## src/rtl/token_engine_pkg.sv

```systemverilog
// rtl/token_engine_pkg.sv - shared types and defaults for the ifmap pop scheduler
package token_engine_pkg;

  // Lane default count for the ifmap FIFO array
  localparam int NUM_IFMAP_FIFO_DEF = 32;

  // Per-lane burst state
  typedef enum logic [1:0] {
    LANE_IDLE = 2'd0,
    LANE_POP  = 2'd1,
    LANE_DONE = 2'd2
  } lane_state_e;

endpackage

```

## src/rtl/ifmap_pop_lane.sv

```systemverilog
// rtl/ifmap_pop_lane.sv - one ifmap FIFO lane: IDLE/POP/DONE burst FSM with remaining-pop counter
module ifmap_pop_lane
  import token_engine_pkg::*;
#(
  parameter int CNT_W = 32
) (
  input  logic             clk,
  input  logic             rst,
  input  logic             need_pop,
  input  logic [CNT_W-1:0] pop_num,
  input  logic             clear,
  input  logic             fifo_empty,
  input  logic             pe_ready,
  output logic             pop,
  output logic             done,
  output logic             busy
);

  lane_state_e      state;
  logic [CNT_W-1:0] remaining;

  // Pop strobe is combinational so a ready FIFO/PE pair moves a word in the same cycle;
  // clear kills it immediately so an aborted burst never issues a trailing pop.
  assign pop  = (state == LANE_POP) && !fifo_empty && pe_ready && !clear;
  assign done = (state == LANE_DONE);
  assign busy = (state == LANE_POP);

  // Burst FSM: reset beats clear, clear beats requests; the counter only moves on a real pop.
  always_ff @(posedge clk) begin
    if (rst) begin
      state     <= LANE_IDLE;
      remaining <= '0;
    end else if (clear) begin
      state     <= LANE_IDLE;
      remaining <= '0;
    end else begin
      case (state)
        LANE_IDLE: begin
          if (need_pop) begin
            if (pop_num != '0) begin
              state     <= LANE_POP;
              remaining <= pop_num;
            end else begin
              state     <= LANE_DONE;
              remaining <= '0;
            end
          end
        end
        LANE_POP: begin
          if (pop) begin
            // Last word of the burst; the <= also keeps the counter from ever wrapping.
            if (remaining <= {{(CNT_W-1){1'b0}}, 1'b1}) begin
              state     <= LANE_DONE;
              remaining <= '0;
            end else begin
              remaining <= remaining - 1'b1;
            end
          end
        end
        LANE_DONE: begin
          state <= LANE_DONE;
        end
        default: begin
          state     <= LANE_IDLE;
          remaining <= '0;
        end
      endcase
    end
  end

endmodule

```

## src/rtl/ifmap_pop_scheduler.sv

```systemverilog
// rtl/ifmap_pop_scheduler.sv - array of independent ifmap pop lanes plus busy/all-done reductions
module ifmap_pop_scheduler
  import token_engine_pkg::*;
#(
  parameter int NUM_IFMAP_FIFO = NUM_IFMAP_FIFO_DEF,
  parameter int CNT_W          = 32
) (
  input  logic                            clk,
  input  logic                            rst,
  input  logic [NUM_IFMAP_FIFO-1:0]       ifmap_need_pop_i,
  input  logic [NUM_IFMAP_FIFO*CNT_W-1:0] ifmap_pop_num_i,
  input  logic                            clear_i,
  input  logic [NUM_IFMAP_FIFO-1:0]       fifo_empty_i,
  input  logic [NUM_IFMAP_FIFO-1:0]       pe_ready_i,
  output logic [NUM_IFMAP_FIFO-1:0]       fifo_pop_o,
  output logic [NUM_IFMAP_FIFO-1:0]       ifmap_fifo_done_matrix_o,
  output logic                            busy_o,
  output logic                            all_done_o
);

  logic [NUM_IFMAP_FIFO-1:0] lane_busy;

  // One self-contained FSM per lane; lanes never interact
  for (genvar k = 0; k < NUM_IFMAP_FIFO; k++) begin : g_lane
    ifmap_pop_lane #(
      .CNT_W (CNT_W)
    ) u_lane (
      .clk        (clk),
      .rst        (rst),
      .need_pop   (ifmap_need_pop_i[k]),
      .pop_num    (ifmap_pop_num_i[k*CNT_W +: CNT_W]),
      .clear      (clear_i),
      .fifo_empty (fifo_empty_i[k]),
      .pe_ready   (pe_ready_i[k]),
      .pop        (fifo_pop_o[k]),
      .done       (ifmap_fifo_done_matrix_o[k]),
      .busy       (lane_busy[k])
    );
  end

  assign busy_o     = |lane_busy;
  assign all_done_o = &ifmap_fifo_done_matrix_o;

endmodule

```

## config.mk

```make
export PLATFORM = sky130hd
export DESIGN_NAME = ifmap_pop_scheduler
export DESIGN_NICKNAME = d
export VERILOG_FILES = /design/src/rtl/token_engine_pkg.sv /design/src/rtl/ifmap_pop_lane.sv /design/src/rtl/ifmap_pop_scheduler.sv
export SDC_FILE = /design/constraint.sdc
export NUM_CORES = 2
export LEC_CHECK = 0
export ABC_CLOCK_PERIOD_IN_PS = 4070
export CORE_AREA = 8 8 454 456
export DETAILED_ROUTE_END_ITERATION = 6
export DIE_AREA = 0 0 462 464
export PLACE_DENSITY = 0.57
export SLEW_MARGIN = 20
export SYNTH_ARGS = -nofsm -noshare
export SYNTH_HDL_FRONTEND = slang
export SYNTH_SLANG_ARGS = --single-unit
```

## constraint.sdc

```tcl
create_clock -name clk -period 4.07 [get_ports clk]
set_clock_uncertainty 0.05 [all_clocks]
set_input_delay 0.814 -clock clk [delete_from_list [all_inputs] [get_ports clk]]
set_output_delay 0.814 -clock clk [all_outputs]
set_load 0.03 [all_outputs]
```

==> results.py <==
metrics = {
    "run_status": {
        "outcome": "finished with violations",
        "failing_checks": "DRC",
    },
    "sta": {
        "final_min_period_over_clock_period_pct": 98.7,
        "grt_setup_unrepaired": "false",
        "worst-slew-pin-transition_ns": 1.10,
        "setup_tns_ns": 0,
        "setup_viol": 0,
        "number_of_hold_slack_violations_in_the_final_timing_report": 0,
        "fmax_ghz": 0.249,
        "worst_rel_slew_slack_pct": 26.2,
        "post-route-min-period_ns": 4.02,
        "slew_viol_final": 0,
    },
    "clock_tree": {
        "cts_made_buffers": 144,
        "clk_pin_slew_worst_paths_ns": 0.06,
        "clock_path_buffers": 3,
        "clock_sink_count": 1088,
        "ctsHtreeMaxLevel": 4,
        "hold_buf_count_cts": 0,
        "clock_tree.root_cell": "sky130_fd_sc_hd__clkbuf_16",
        "cts_tree": "yes",
        "clock_network_latency_to_the_later_pin_of_the_worst_skew_pair_ns": 0.79,
    },
    "yosys": {
        "synth_area_mm2": 0.0719,
        "synth_area_per_cell_um2": 7.67,
        "synthDistinctLibCells": 92,
        "post_synth_edffs": 0,
        "syn_nets": 10700,
        "synthCells": 9374,
        "seq_area_frac_synth_pct": 30.3,
        "synth-seq-cells": 1088,
        "yosys_most_used_dff": "sky130_fd_sc_hd__dfxtp_1",
        "async_reset_ff_share_pct": 0,
        "yosys_warnings": 0,
    },
    "final_layout": {
        "drive_gt1_share_pct": 6.71,
        "finalNonFillerCells": 13200,
        "synthToLayoutAreaGrowth_pct": 28.2,
        "layout.nets": 11600,
        "final_core_utilization_pct": 46.4,
    },
    "global_route": {
        "grt_pass1_vias": 78000,
        "grt_first_pass_wirelength_um": 507000,
        "grt_overflow": 0,
        "maximum_number_of_pins_on_one_net_before_global_route_repair": 98,
        "track_usage_pct": 30.2,
        "antenna_found_initial": 199,
    },
    "detailed_routing": {
        "drt_pass1_iterations": 7,
        "routed_wl_met3_um": 31000,
        "via_per_inst": 6.32,
        "vias": 83700,
        "met2RoutedLength_um": 156000,
        "postRouteAntennaNets": 0,
        "wl_um": 347000,
        "routed.top_layer": "met5",
        "drt-wirelength-per-cell_um": 26.2,
        "drt_iter0_markers": 8954,
        "drc": 14,
        "wirelength_met1_um": 140000,
    },
    "pwr": {
        "power_frac_clock_pct": 34.4,
        "power_mw": 38.8,
        "p_int_mw": 24.7,
        "switchingPower_mw": 14.1,
        "leakage_power_of_the_design_nw": 34.3,
        "power.ir.vdd_worst_v": 0.000427,
        "netSwitchingFraction_pct": 36.3,
        "pwr_density_mw_per_mm2": 421,
        "reg_power_share_pct": 31.5,
        "comb_power_share_pct": 34.1,
    },
    "setup_path": {
        "timing.critical_path.from_type": "input port",
        "critical_path.endpoint_type": "primary output",
        "cp_data_arrival_time_ns": 3.15,
        "worstPathMaxFanout": 20,
        "worstSetupPathType": "input port to primary output",
        "worst_ep_required_time_ns": 3.21,
    },
    "floorplanning": {
        "site_row_count": 164,
        "die-area_mm2": 0.214,
        "floorplan.initialDensity_pct": 36.2,
        "number_of_i_o_pins": 1189,
        "die_w_um": 462,
        "core-area_mm2": 0.199,
        "die_boundary_height_um": 464,
    },
    "hold_path": {
        "timing.hold.worst.class": "flip-flop to flip-flop",
    },
    "place": {
        "dp_hpwl_um": 268000,
        "place.detailed.instances": 12800,
        "gpl.final_weighted_congestion": 0.968,
        "io_buffers": 1188,
    },
    "job": {
        "cap_violations": 0,
    },
}
[metal layers]
layer / global-route usage (%) / up-vias
met5: 0 / -
met4: 18.0 / 70
met3: 7.16 / 772
met2: 46.6 / 4093
met1: 38.1 / 40300
li1: - / 38500
[metrics by stage]
stage | hold slack (ns) | setup slack (ns) | instance area [um^2]
2_1_floorplan | 0.380 | 0.695 | 71900
3_3_place_gp | 0.390 | 0.134 | 86700
3_5_place_dp | 0.396 | 0.151 | 86800
4_1_cts | 0.404 | 0.00150 | 91700
5_1_grt | 0.430 | 0.0257 | 92000
6_report | 0.403 | 0.0517 | 92100
[cell usage after synthesis (61+ instances only)]
cell	n	area (um^2)
sky130_fd_sc_hd__nand3_1	248	1240
sky130_fd_sc_hd__a221o_1	113	1130
sky130_fd_sc_hd__o31ai_1	86	646
sky130_fd_sc_hd__ha_1	192	2400
sky130_fd_sc_hd__a31oi_1	89	557
sky130_fd_sc_hd__nor3_1	664	3320
sky130_fd_sc_hd__nor2_1	683	2560
sky130_fd_sc_hd__a22oi_1	246	1850
sky130_fd_sc_hd__a221oi_1	93	815
sky130_fd_sc_hd__or2_2	61	382
sky130_fd_sc_hd__nand4_1	125	782
sky130_fd_sc_hd__o22ai_1	62	388
sky130_fd_sc_hd__a211oi_1	112	841
sky130_fd_sc_hd__and3_1	88	551
sky130_fd_sc_hd__nand2_1	694	2610
sky130_fd_sc_hd__nor4_1	585	3660
sky130_fd_sc_hd__xnor2_1	166	1450
sky130_fd_sc_hd__o211ai_1	65	488
sky130_fd_sc_hd__inv_1	229	860
sky130_fd_sc_hd__or3_1	173	1080
sky130_fd_sc_hd__buf_4	64	480
sky130_fd_sc_hd__or4_1	181	1360
sky130_fd_sc_hd__xor2_1	227	1990
sky130_fd_sc_hd__o41ai_1	68	596
sky130_fd_sc_hd__a222oi_1	156	1560
sky130_fd_sc_hd__o21ai_0	569	2850
sky130_fd_sc_hd__a21oi_1	733	3670
sky130_fd_sc_hd__clkbuf_1	553	2080
sky130_fd_sc_hd__dfxtp_1	1088	21800
[worst paths after layout]
| kind | start | to | slack (ns) | cells after the start |
|---|---|---|---|---|
| setup / recovery | clear_i | fifo_pop_o[8] | 0.05 | 5 |
| hold / removal | g_lane[25].u_lane.remaining[29] | g_lane[25].u_lane.remaining[29] | 0.40 | 2 |
| setup reg to reg | g_lane[26].u_lane.remaining[24] | g_lane[26].u_lane.remaining[6] | 0.69 | 7 |
| hold reg to reg | g_lane[25].u_lane.remaining[29] | g_lane[25].u_lane.remaining[29] | 0.40 | 2 |
[power groups by stage]
stage | logic [mW] | clock network (mW) | registers, mW
final | 13.2 | 13.4 | 12.2
after global routing | 14.4 | 14.0 | 12.3
after CTS | 13.0 | 13.6 | 12.2
after detailed placement | 12.9 | 0 | 12.4
after global placement | 12.8 | 0 | 12.4
after floorplan | 8.61 | 0 | 12.2
[registers in the layout, summed over array words and instances, names as in the netlist]
register / cells
g_lane.u_lane.remaining: 1024
g_lane.u_lane.state: 64
[worst max-delay path, stage by stage]
cell and delay (ns):
sky130_fd_sc_hd__buf_4 0.33, sky130_fd_sc_hd__buf_12 0.29, sky130_fd_sc_hd__nor3b_1 0.66, sky130_fd_sc_hd__and2_1 0.22, sky130_fd_sc_hd__clkdlybuf4s50_1 0.74
[repair_timing]
| action | 4_1_cts | 5_1_grt |
|---|---|---|
| buffers inserted | 0 | 0 |
| setup endpoints to repair | 1 | 1 |
| gates resized for setup | 9 | 1 |
| pin swaps | 3 | 0 |
[cells in the final DEF, fill, tap and decap left out, drive strengths merged, types with 192 or more instances in the layout]
master / count
inv: 231
ha: 192
a21oi: 733
nor3: 664
nor4: 585
clkdlybuf4s50: 1181
nor2: 683
xor2: 227
a22oi: 246
dfxtp: 1088
nand3: 248
buf: 279
o21ai: 570
nand2: 694
clkbuf: 215
[area by class of cell]
| type | instances | area (um^2) |
|---|---|---|
| fillers | 19900 | 107000 |
| multi-input cells | 7401 | 46800 |
| flip-flops and latches | 1088 | 21800 |
| repair buffers | 1460 | 14100 |
| clock buffers | 215 | 4380 |
| well taps | 2656 | 3320 |
| inverters | 231 | 867 |
| clock inverters | 41 | 513 |
| diodes | 151 | 378 |
[cells by family after synthesis]
kind of cell	synth area share, %
AOI/OAI and AO/OA	27.8
xor gates and xnor gates	4.79
adders and majority gates	3.34
buffers and inverters	4.98
DFF	30.3
muxes	0.383
and+or+nand+nor	28.3
No activity file was read; power rests on OpenSTA's default activity.
